==> config.mk <==
export PLATFORM = sky130hd
export DESIGN_NAME = step_ctrl
export DESIGN_NICKNAME = d
export VERILOG_FILES = /design/src/rtl/step_pkg.sv /design/src/rtl/step_ctrl_debounce.sv /design/src/rtl/step_ctrl.sv
export SDC_FILE = /design/constraint.sdc
export NUM_CORES = 1
export LEC_CHECK = 0
export ABC_AREA = 0
export CAP_MARGIN = 20
export CORE_ASPECT_RATIO = 1.5
export CORE_MARGIN = 2
export CORE_UTILIZATION = 53
export DETAILED_ROUTE_END_ITERATION = 12
export PLACE_DENSITY = 0.81
export SLEW_MARGIN = 5
export SYNTH_ARGS = -nofsm -noshare
export SYNTH_HDL_FRONTEND = slang
export SYNTH_SLANG_ARGS = --single-unit
==> constraint.sdc <==
create_clock -name clk -period 2 [get_ports clk]
set_clock_uncertainty 0.1 [all_clocks]
set_input_delay 0.4 -clock clk [delete_from_list [all_inputs] [get_ports clk]]
set_output_delay 0.4 -clock clk [all_outputs]
set_load 0.05 [all_outputs]
==> src/rtl/step_pkg.sv <==
// Shared types and defaults for the step controller: FSM encoding and parameter defaults.
package step_pkg;

    typedef enum logic [1:0] {
        IDLE    = 2'd0,
        PRESSED = 2'd1,
        HELD    = 2'd2
    } step_state_t;

    localparam int DEBOUNCE_N_DEF = 500000;
    localparam int CNT_W_DEF      = 16;

    // Width of a counter that must hold 0 .. n-1; never narrower than one bit.
    function automatic int cnt_width(input int n);
        return (n < 2) ? 1 : $clog2(n);
    endfunction

endpackage

==> src/rtl/step_ctrl_debounce.sv <==
// Button conditioner: two-flop synchroniser followed by a stability counter that accepts
// a new level only after it has differed from the accepted level for DEBOUNCE_N samples.
module debounce
    import step_pkg::*;
#(
    parameter int DEBOUNCE_N = DEBOUNCE_N_DEF
) (
    input  logic clk,
    input  logic rst,
    input  logic din,
    output logic dout
);

    localparam int              CW   = cnt_width(DEBOUNCE_N);
    localparam logic [CW-1:0]   LAST = CW'(DEBOUNCE_N - 1);

    logic          sync1_q;
    logic          btn_s_q;
    logic          state_q, state_d;
    logic [CW-1:0] cnt_q, cnt_d;

    // The counter only runs while the synchronised level disagrees with the accepted one.
    always_comb begin
        state_d = state_q;
        cnt_d   = '0;
        if (btn_s_q != state_q) begin
            if (cnt_q == LAST) begin
                state_d = ~state_q;
            end else begin
                cnt_d = cnt_q + 1'b1;
            end
        end
    end

    always_ff @(posedge clk) begin
        if (rst) begin
            sync1_q <= 1'b0;
            btn_s_q <= 1'b0;
            state_q <= 1'b0;
            cnt_q   <= '0;
        end else begin
            sync1_q <= din;
            btn_s_q <= sync1_q;
            state_q <= state_d;
            cnt_q   <= cnt_d;
        end
    end

    assign dout = state_q;

endmodule

==> src/rtl/step_ctrl.sv <==
// Step-enable generator: one-cycle step_en per clk_div rising edge in run mode, or per
// debounced button press in manual mode, plus a free-running count of issued steps.
module step_ctrl
    import step_pkg::*;
#(
    parameter int DEBOUNCE_N = DEBOUNCE_N_DEF,
    parameter int CNT_W      = CNT_W_DEF
) (
    input  logic             clk,
    input  logic             rst,
    input  logic             clk_div,
    input  logic             btn_raw,
    input  logic             run_mode,
    output logic             step_en,
    output logic [CNT_W-1:0] step_cnt,
    output logic             btn_state
);

    logic             btn_db;
    logic             clk_div_q;
    logic             div_rise;
    logic             btn_step;
    step_state_t      state_q, state_d;
    logic             step_en_q, step_en_d;
    logic [CNT_W-1:0] cnt_q, cnt_d;

    debounce #(
        .DEBOUNCE_N(DEBOUNCE_N)
    ) u_debounce (
        .clk  (clk),
        .rst  (rst),
        .din  (btn_raw),
        .dout (btn_db)
    );

    assign div_rise = clk_div & ~clk_div_q;

    // The FSM follows the button in both modes so a mode switch mid-press cannot re-trigger.
    always_comb begin
        state_d  = state_q;
        btn_step = 1'b0;
        case (state_q)
            IDLE: begin
                if (btn_db) begin
                    state_d  = PRESSED;
                    btn_step = 1'b1;
                end
            end
            PRESSED: state_d = HELD;
            HELD: begin
                if (!btn_db) begin
                    state_d = IDLE;
                end
            end
            default: state_d = IDLE;
        endcase
    end

    always_comb begin
        step_en_d = (run_mode ? div_rise : btn_step) & ~step_en_q;
        cnt_d     = cnt_q + CNT_W'(step_en_q);
    end

    // Reset loads the current clk_div so a level already high is not taken as an edge.
    always_ff @(posedge clk) begin
        if (rst) begin
            clk_div_q <= clk_div;
            state_q   <= IDLE;
            step_en_q <= 1'b0;
            cnt_q     <= '0;
        end else begin
            clk_div_q <= clk_div;
            state_q   <= state_d;
            step_en_q <= step_en_d;
            cnt_q     <= cnt_d;
        end
    end

    assign step_en   = step_en_q;
    assign step_cnt  = cnt_q;
    assign btn_state = btn_db;

endmodule

* Yosys cells after proc, flatten, opt, wreduce, memory -nomap -nowiden
Cells that the tools add are included.
Widths: inputs -> output; s select.
** Word-level totals
- Register bits :: 42
- Word-level logic and storage cells :: 32
- Output and inout port bits :: 18
** Cells by class
- Muxes and demuxes :: 6
- Reduce and logical (&&, ||, !) cells :: 4
- Add/subtract/negate cells :: 2
- Eq/ne operators :: 6
- Bitwise operators :: 6
** Operators by type and width (count)
- $add 19x1->19 const B :: 1
- $eq 19x19->1 const B :: 1
- $add 16x1->16 :: 1
- $pmux 2 s3 :: 1
- $mux 2 :: 2
- $not 1->1 :: 4
- $reduce_and 2->1 :: 2
- $mux 1 :: 3
- $reduce_or 3->1 :: 1
- $and 1x1->1 :: 2
- $eq 2x1->1 const B :: 1
- $eq 2x2->1 const B :: 1
- $logic_not 2->1 :: 1
- $ne 2x1->1 const B :: 1
- $ne 2x2->1 const B :: 1
- $ne 1x1->1 :: 1

* Logic depth before layout (Yosys ltp)
Gate-level depths: netlist of run 1.
- Word-level depth :: 4
- Mapped depth :: 6
- Depth with buffers taken out :: 5

* By module
A second synthesis of run 1 with hierarchy kept.
** Second synthesis, totals
- Cells, all modules :: 203
- Area, all modules :: 1835.5 um2
** Modules (own cells, without submodules)
- debounce :: area each 998.5 um2, cells an instance 113, instances 1
- step_ctrl :: area each 837.1 um2, cells an instance 90, instances 1

* Worst setup path after synthesis of run 1
No wires, ideal clock.
- Kind :: register -> register
- From :: register cnt_q[2] (netlist: step_cnt[2])
- To :: register cnt_q[14] (netlist: step_cnt[14])
- Required time :: 1.830 ns
- Data arrival time :: 1.843 ns
- Clock period less this slack :: 2.013 ns
- Path buffers :: 1
- Path slack :: -0.013 ns
- Cell stages (with the launch flop) :: 6
- Cells stage by stage :: dfxtp_1 -> and4_1 -> clkbuf_1 -> nand2_1 -> or4_1 -> a21oi_1
** On the way
- Word-level cells in the longest chain between the ends :: 1
** Ends and longest elaborated chain
- from (decl) :: line step_ctrl.sv:25 : logic [CNT_W-1:0] cnt_q, cnt_d;
- from (signal assigned) :: line step_ctrl.sv:75 : cnt_q <= cnt_d;
- $add 16x1->16 :: line step_ctrl.sv:61 : cnt_d = cnt_q + CNT_W'(step_en_q);
Every way passes these cells.
A chain may end at the register's enable or synchronous reset.

* Final worst setup path of run 1
- From :: register cnt_q[0] (netlist: step_cnt[0])
- To :: output port step_cnt[0]
** RTL lines
- to (decl) :: line step_ctrl.sv:15 : output logic [CNT_W-1:0] step_cnt,
No word-level cell between the ends.

==> results of run 1 <==
-- Yosys cell counts, types with 2 or more instances --
cell type   n  area share (%)
clkbuf_1    3            0.64
xor2_1     15             7.5
nor2_1     30             6.4
o21ai_0     4             1.1
nor2b_1     4             1.4
nor3_1      4             1.1
nand4_1    11             3.9
nor4_1      2            0.71
nor3b_1     2            0.85
and2_1      2            0.71
nand2_1     9             1.9
xnor2_1    11             5.5
and4_1      2             1.0
and3_1      2            0.71
or4_4       2             1.3
a21oi_1     7             2.0
dfxtp_1    42              48
inv_1       4            0.85
o31ai_1     2            0.85
ha_1        3             2.1
nand3_1    10             2.8
nor4b_1     3             1.5
or4_1       2            0.85
or3_1       4             1.4
-- registers in the layout, indices dropped and copies added (netlist names) --
register / flops
u_debounce.sync1_q: 1
state_q: 2
u_debounce.dout: 1
u_debounce.btn_s_q: 1
step_cnt: 16
step_en: 1
clk_div_q: 1
u_debounce.cnt_q: 19
-- logic make-up after synthesis --
kind of cell	Yosys count
AO/OA/AOI/OAI	16
XOR/XNOR	26
adder cells (fa/ha/maj)	3
buffers and inverters	8
flip-flops	42
multiplexers	1
AND/OR/NAND/NOR	93
-- through the flow --
step / std cells / utilization [%] / hold slack, ns / instance area [sq um] / power, mW
after floorplan: 189 / - / 0.314 / 1760 / 0.880
after global placement: 255 / 64.4 / 0.333 / 2030 / 0.896
after detailed placement: 255 / 64.4 / 0.328 / 2030 / 0.897
after CTS: 263 / 67.9 / 0.350 / 2140 / 1.55
after global routing: 263 / 68.0 / 0.363 / 2150 / 1.59
final: 263 / 68.0 / 0.346 / 2150 / 1.53
-- final cells by class --
class / count / area [sq um]
flip-flops and latches: 42 / 843
inverters: 4 / 15.0
fillers: 260 / 1010
repair buffers: 30 / 243
well taps: 40 / 50.0
clock inverters: 2 / 37.5
clock buffers: 6 / 72.6
multi-input cells: 139 / 888
-- per-layer routing --
layer / routed length, um / vias up / GRT usage, %
met5: 0 / - / 0
met4: 144 / 0 / 13.5
met3: 124 / 15 / 5.62
met2: 1990 / 32 / 40.0
met1: 1340 / 684 / 19.4
li1: - / 725 / -
-- worst max path at each step --
stage | from | depth (start not counted) | endpoint
after CTS | step_cnt[15] | 1 | step_cnt[15]
after detailed placement | u_debounce.cnt_q[0] | 5 | u_debounce.cnt_q[18]
final | step_cnt[0] | 1 | step_cnt[0]
after global routing | u_debounce.cnt_q[0] | 5 | u_debounce.cnt_q[18]
after global placement | u_debounce.cnt_q[0] | 5 | u_debounce.cnt_q[18]
after floorplan | step_cnt[4] | 5 | step_cnt[14]
-- power groups by stage --
| stage | Combinational (mW) | Clock, mW | Sequential, mW |
|---|---|---|---|
| after floorplan | 0.0133 | 0 | 0.867 |
| after global placement | 0.0338 | 0 | 0.862 |
| after detailed placement | 0.0347 | 0 | 0.862 |
| after CTS | 0.0348 | 0.671 | 0.843 |
| after global routing | 0.0373 | 0.706 | 0.843 |
| final | 0.0347 | 0.657 | 0.843 |
-- what timing repair did --
item / in CTS / in global routing
hold endpoints to repair: 0 / 0
endpoints found under the setup margin: 0 / 2
resized for setup: 0 / 2
-- worst register-to-register path, cell delays in order, from the launching register on --
cell	delay, ns
dfxtp_1	0.40
ha_2	0.22
nand3_1	0.10
or4_4	0.56
or3_1	0.32
a21oi_1	0.14
==> impl_metrics.csv, run 1 <==
group,metric,value,unit
timing,fmax,0.518,GHz
worst_setup_path,r2r_cells,5,
synthesis,synthCells,189,
floorplan,num_rows,25,
status,status,"complete, no violations",
power,power.density,714,nW/um^2
detailed_routing,antenna_left,0,
worst_setup_path,reg2reg_to,"u_debounce.cnt_q[18]",
synthesis,ys_async_sr_fraction,0,%
timing,hold_viol,0,
cts,cts.sinks,42,
floorplan,core,3160,sq um
synthesis,yosysSeqAreaShare,47.8,%
synthesis,synth-xor-area-share,13.0,%
power,p_comb_share,2.3,%
placement,pre_cts_ws,0.141,ns
synthesis,yosys_warnings,0,
worst_setup_path,r2r_setup_slack,0.10,ns
detailed_routing,wl,3590,um
flow_run,cap_violations,0,
power,seqPwrFrac,54.9,%
cts,clock_latency,0.30,ns
synthesis,ys.flop_type,"dfxtp_1",
final_layout,areaGrowthSynthToFinish,22.3,%
floorplan,dieHeight,74.5,um
power,p_leak,0.784,nW
power,power_switching,0.306,mW
power,ir_drop,0.626,mV
hold_path,hold_class,"reg -> reg",
synthesis,synth_compound_area_share,5.48,%
placement,hpwlAfterDp,2770,um
placement,portBuffers,22,
final_layout,drive_gt1_share,17.9,%
timing,maxSlewViolCount,0,
final_layout,finalNetCount,230,
synthesis,synthAdderAreaFrac,2.14,%
worst_setup_path,crit_family,"buffers and inverters",
cts,clkTransAtPathRegs,0.07,ns
floorplan,io_pins,23,
floorplan,die_w,51.0,um
detailed_routing,vias,1456,
global_routing,first_global_vias,1432,
synthesis,synth_mux_area_share,0.569,%
timing,period_minus_slack,1.93,ns
worst_setup_path,slowest_delay,0.80,ns
floorplan,die_area,3800,sq um
synthesis,synth_cell_types,33,
power,clockPowerShare,42.8,%
synthesis,synth_nets,197,
final_layout,final_cell_mix,"dfxtp_1, nor2_1, buf_4, xor2_1",
detailed_routing,dr.pass1.iters,4,
timing,final.setup.tns,0,ns
timing,setup_viol,0,
timing,setup_slack,0.0680,ns
synthesis,avgSynthCellArea,9.30,sq um
worst_setup_path,path_buf_inv,1,
worst_setup_path,r2r_start,"u_debounce.cnt_q[0]",
worst_setup_path,start_kind,"flop",
worst_setup_path,cp_cell_sequence,"clkdlybuf4s50_1",
worst_setup_path,path_class,"reg -> out",
synthesis,syn-cell-area,1760,sq um
synthesis,ys_ff_latch,42,
power,p_int,1.23,mW
timing,slew_headroom,66.4,%
detailed_routing,drcViolationCount,0,
global_routing,globalRouteOverflowTotal,0,
synthesis,synth_edf_count,0,
synthesis,synth-simple-area-share,29.3,%
power,switching_share,19.9,%
placement,gp_congestion,0.754,
worst_setup_path,crit_slowest_cell,"clkdlybuf4s50_1",
global_routing,grt_pass1_wl,6000,um
global_routing,track_usage,21.1,%
floorplan,start_util,55.6,%
cts,cts_tree,"done",
cts,ctsHoldBuffers,0,
worst_setup_path,arrival,1.43,ns
timing,period_share,96.6,%
hold_path,min_path_cells,1,
cts,cts_made_buffers,5,
cts,post_cts.repair.setup_buffers,0,
final_layout,final_common_cell,"dfxtp_1",
detailed_routing,vias_per_cell,5.54,
cts,clock-root-buffer,"clkbuf_8",
detailed_routing,drt-initial-drc-count,35,
global_routing,grt_max_degree,18,
cts,h-tree-depth,2,
global_routing,antenna_found_initial,0,
detailed_routing,wl_per_cell,13.7,um
hold_path,hold_start,"u_debounce.sync1_q",
synthesis,synth_top_family_by_area,"simple AND/OR/NAND/NOR gates",
final_layout,antenna_cells,0,
worst_setup_path,crit_path_max_fanout,2,
hold_path,hold-path-endpoint,"u_debounce.btn_s_q",
cts,cts_max_path_buffers,2,
worst_setup_path,required,1.50,ns
worst_setup_path,endpoint_kind,"primary output",
timing,rsz0062_at_grt,"no",
timing,worst_slew_pin_slew,0.504,ns
No activity file was read; power rests on OpenSTA's default activity.
==> run 2, diff against run 1 <==
--- a/config.mk
+++ b/config.mk
@@ -9,10 +9,11 @@
 export CAP_MARGIN = 20
 export CORE_ASPECT_RATIO = 1.5
 export CORE_MARGIN = 2
-export CORE_UTILIZATION = 53
+export CORE_UTILIZATION = 54
 export DETAILED_ROUTE_END_ITERATION = 12
-export PLACE_DENSITY = 0.81
+export PLACE_DENSITY = 0.82
 export SLEW_MARGIN = 5
 export SYNTH_ARGS = -nofsm -noshare
 export SYNTH_HDL_FRONTEND = slang
+export SYNTH_HIERARCHICAL = 1
 export SYNTH_SLANG_ARGS = --single-unit
==> impl_metrics.csv, run 2 <==
group,metric,value,unit
status,status,"complete, no violations",
timing,worst_slew_pin_slew,0.486,ns
cts,cts_tree,"done",
floorplan,num_rows,25,
synthesis,synth-simple-area-share,28.4,%
cts,post_cts.repair.setup_buffers,0,
synthesis,ys_ff_latch,42,
worst_setup_path,crit_slowest_cell,"or4_4",
worst_setup_path,start_kind,"flop",
global_routing,grt_max_degree,14,
final_layout,regMostFlops,"u_debounce/cnt_q",
power,power.density,683,nW/um^2
synthesis,yosys-top-cells-count,"dfxtp_1, nor2_1, xnor2_1",
timing,hold_viol,0,
placement,portBuffers,22,
floorplan,dieHeight,75.4,um
synthesis,yosysSeqAreaShare,45.8,%
detailed_routing,wl,3880,um
worst_setup_path,cp_cell_sequence,"or4_4 -> or4_4 -> o21ai_4 -> buf_6 -> nor2_1",
worst_setup_path,crit_family,"simple AND/OR/NAND/NOR gates",
final_layout,areaGrowthSynthToFinish,22.9,%
final_layout,final_cell_mix,"dfxtp_1, buf_4, nor2_1, xnor2_1",
final_layout,final_common_cell,"dfxtp_1",
timing,slew_headroom,67.5,%
synthesis,synthCells,203,
synthesis,synth_cell_types,35,
final_layout,largest_reg_flops,19,
flow_run,cap_violations,0,
placement,placed_cells,271,
global_routing,first_global_vias,1541,
synthesis,synth-xor-area-share,11.9,%
power,total_power,1.54,mW
synthesis,synth_nets,212,
synthesis,synth_top_area_cell,"dfxtp_1",
final_layout,drive_gt1_share,20.1,%
floorplan,io_pins,23,
power,ir_drop,0.581,mV
timing,hold_ws,0.361,ns
detailed_routing,vias,1547,
timing,setup_viol,0,
detailed_routing,vias_per_cell,5.54,
timing,rsz0062_at_grt,"yes",
synthesis,yosys_warnings,6,
synthesis,synth_compound_area_share,5.73,%
detailed_routing,dr.pass1.iters,4,
cts,clock_latency,0.29,ns
final_layout,finalNetCount,247,
detailed_routing,drcViolationCount,0,
floorplan,start_util,57.5,%
global_routing,track_usage,22.2,%
synthesis,synth_top_family_by_area,"simple AND/OR/NAND/NOR gates",
global_routing,antenna_found_initial,0,
cts,cts.sinks,42,
global_routing,grt_pass1_wl,6560,um
synthesis,synth.top_cells.by_area,"dfxtp_1, nor2_1, xnor2_1",
floorplan,die_w,51.6,um
worst_setup_path,path_buf_inv,1,
cts,clkTransAtPathRegs,0.08,ns
cts,cts_made_buffers,5,
synthesis,avgSynthCellArea,9.04,sq um
worst_setup_path,slowest_delay,0.53,ns
synthesis,yosysMostFrequentCell,"dfxtp_1",
power,p_leak,0.798,nW
detailed_routing,antenna_left,0,
worst_setup_path,arrival,2.08,ns
final_layout,n_fill_cell,268,
cts,cts_max_path_buffers,2,
synthesis,synth_mux_area_share,1.16,%
placement,gp_congestion,0.816,
detailed_routing,drt-initial-drc-count,28,
worst_setup_path,crit_path_max_fanout,12,
final_layout,fin_util,70.7,%
synthesis,synth_edf_count,0,
hold_path,hold_class,"reg -> reg",
worst_setup_path,endpoint_kind,"flop",
synthesis,synth_top_cell_area_share,45.8,%
synthesis,ys.flop_type,"dfxtp_1",
cts,ctsHoldBuffers,0,
floorplan,die_area,3890,sq um
synthesis,ys_async_sr_fraction,0,%
synthesis,synthAdderAreaFrac,2.73,%
global_routing,globalRouteOverflowTotal,0,
cts,h-tree-depth,2,
worst_setup_path,path_class,"reg -> reg",
floorplan,core,3190,sq um
timing,period_share,99.9,%
timing,period_minus_slack,2.00,ns
placement,hpwlAfterDp,2760,um
final_layout,antenna_cells,0,
detailed_routing,wl_per_cell,13.9,um
cts,clock-root-buffer,"clkbuf_8",
worst_setup_path,required,2.08,ns
worst_setup_path,critPathMostFrequentCell,"or4_4",
timing,fmax,0.501,GHz
final_layout,instances_no_fill,279,
synthesis,syn-cell-area,1840,sq um
timing,maxSlewViolCount,0,
## run 2: logic make-up after synthesis
family | count (synthesis)
DFF | 42
adders and majority gates | 4
buffers and inverters | 15
and+or+nand+nor | 98
xor gates and xnor gates | 25
muxes | 2
AOI/OAI and AO/OA | 17
## run 2: worst paths after layout
| path | startpoint | slack [ns] | endpoint | cells past startpoint |
|---|---|---|---|---|
| setup / recovery | u_debounce/cnt_q[9] | 0.003 | u_debounce/cnt_q[0] | 5 |
| setup reg to reg | u_debounce/cnt_q[9] | 0.003 | u_debounce/cnt_q[0] | 5 |
| hold / removal | u_debounce/sync1_q | 0.36 | u_debounce/btn_s_q | 1 |
| hold reg to reg | u_debounce/sync1_q | 0.36 | u_debounce/btn_s_q | 1 |
## run 2: report_power, final
group	switching [mW]	internal, mW	leakage (nW)
registers	0.00304	0.840	0.340
clock network	0.287	0.373	0.0514
logic	0.0208	0.0177	0.407
total	0.311	1.23	0.798
## run 2: final cells by class
class | count | area [sq um] | share of cell area, %
flip-flops and latches | 42 | 842 | 37.3
repair buffers | 37 | 299 | 13.3
clock inverters | 2 | 37.5 | 1.66
multi-input cells | 146 | 932 | 41.3
clock buffers | 6 | 72.6 | 3.22
inverters | 6 | 22.5 | 0.998
well taps | 40 | 50.0 | 2.22
## run 2: layer usage
layer	share of wire [%]	vias to the layer above	track usage, %
met3	3.7	4	5.10
met2	57	38	42.6
li1	-	773	-
met5	0	-	0
met4	0.70	0	11.4
met1	39	732	21.9
## run 2: timing repair
| action | CTS | global route |
|---|---|---|
| endpoints found under the setup margin | 1 | 20 |
| hold endpoints to repair | 0 | 0 |
| cloned | 0 | 0 |
| resized for setup | 1 | 8 |
| pin swaps | 0 | 1 |
## run 2: stage by stage
step | worst slack (ns) | cell area [sq um] | setup TNS, ns
global placement | 0.0749 | 2120 | 0
global route | -0.0482 | 2260 | -0.376
detailed placement | 0.0109 | 2120 | 0
floorplan | -0.0220 | 1840 | -0.216
finish | 0.00280 | 2260 | 0
CTS | 0.00383 | 2230 | 0
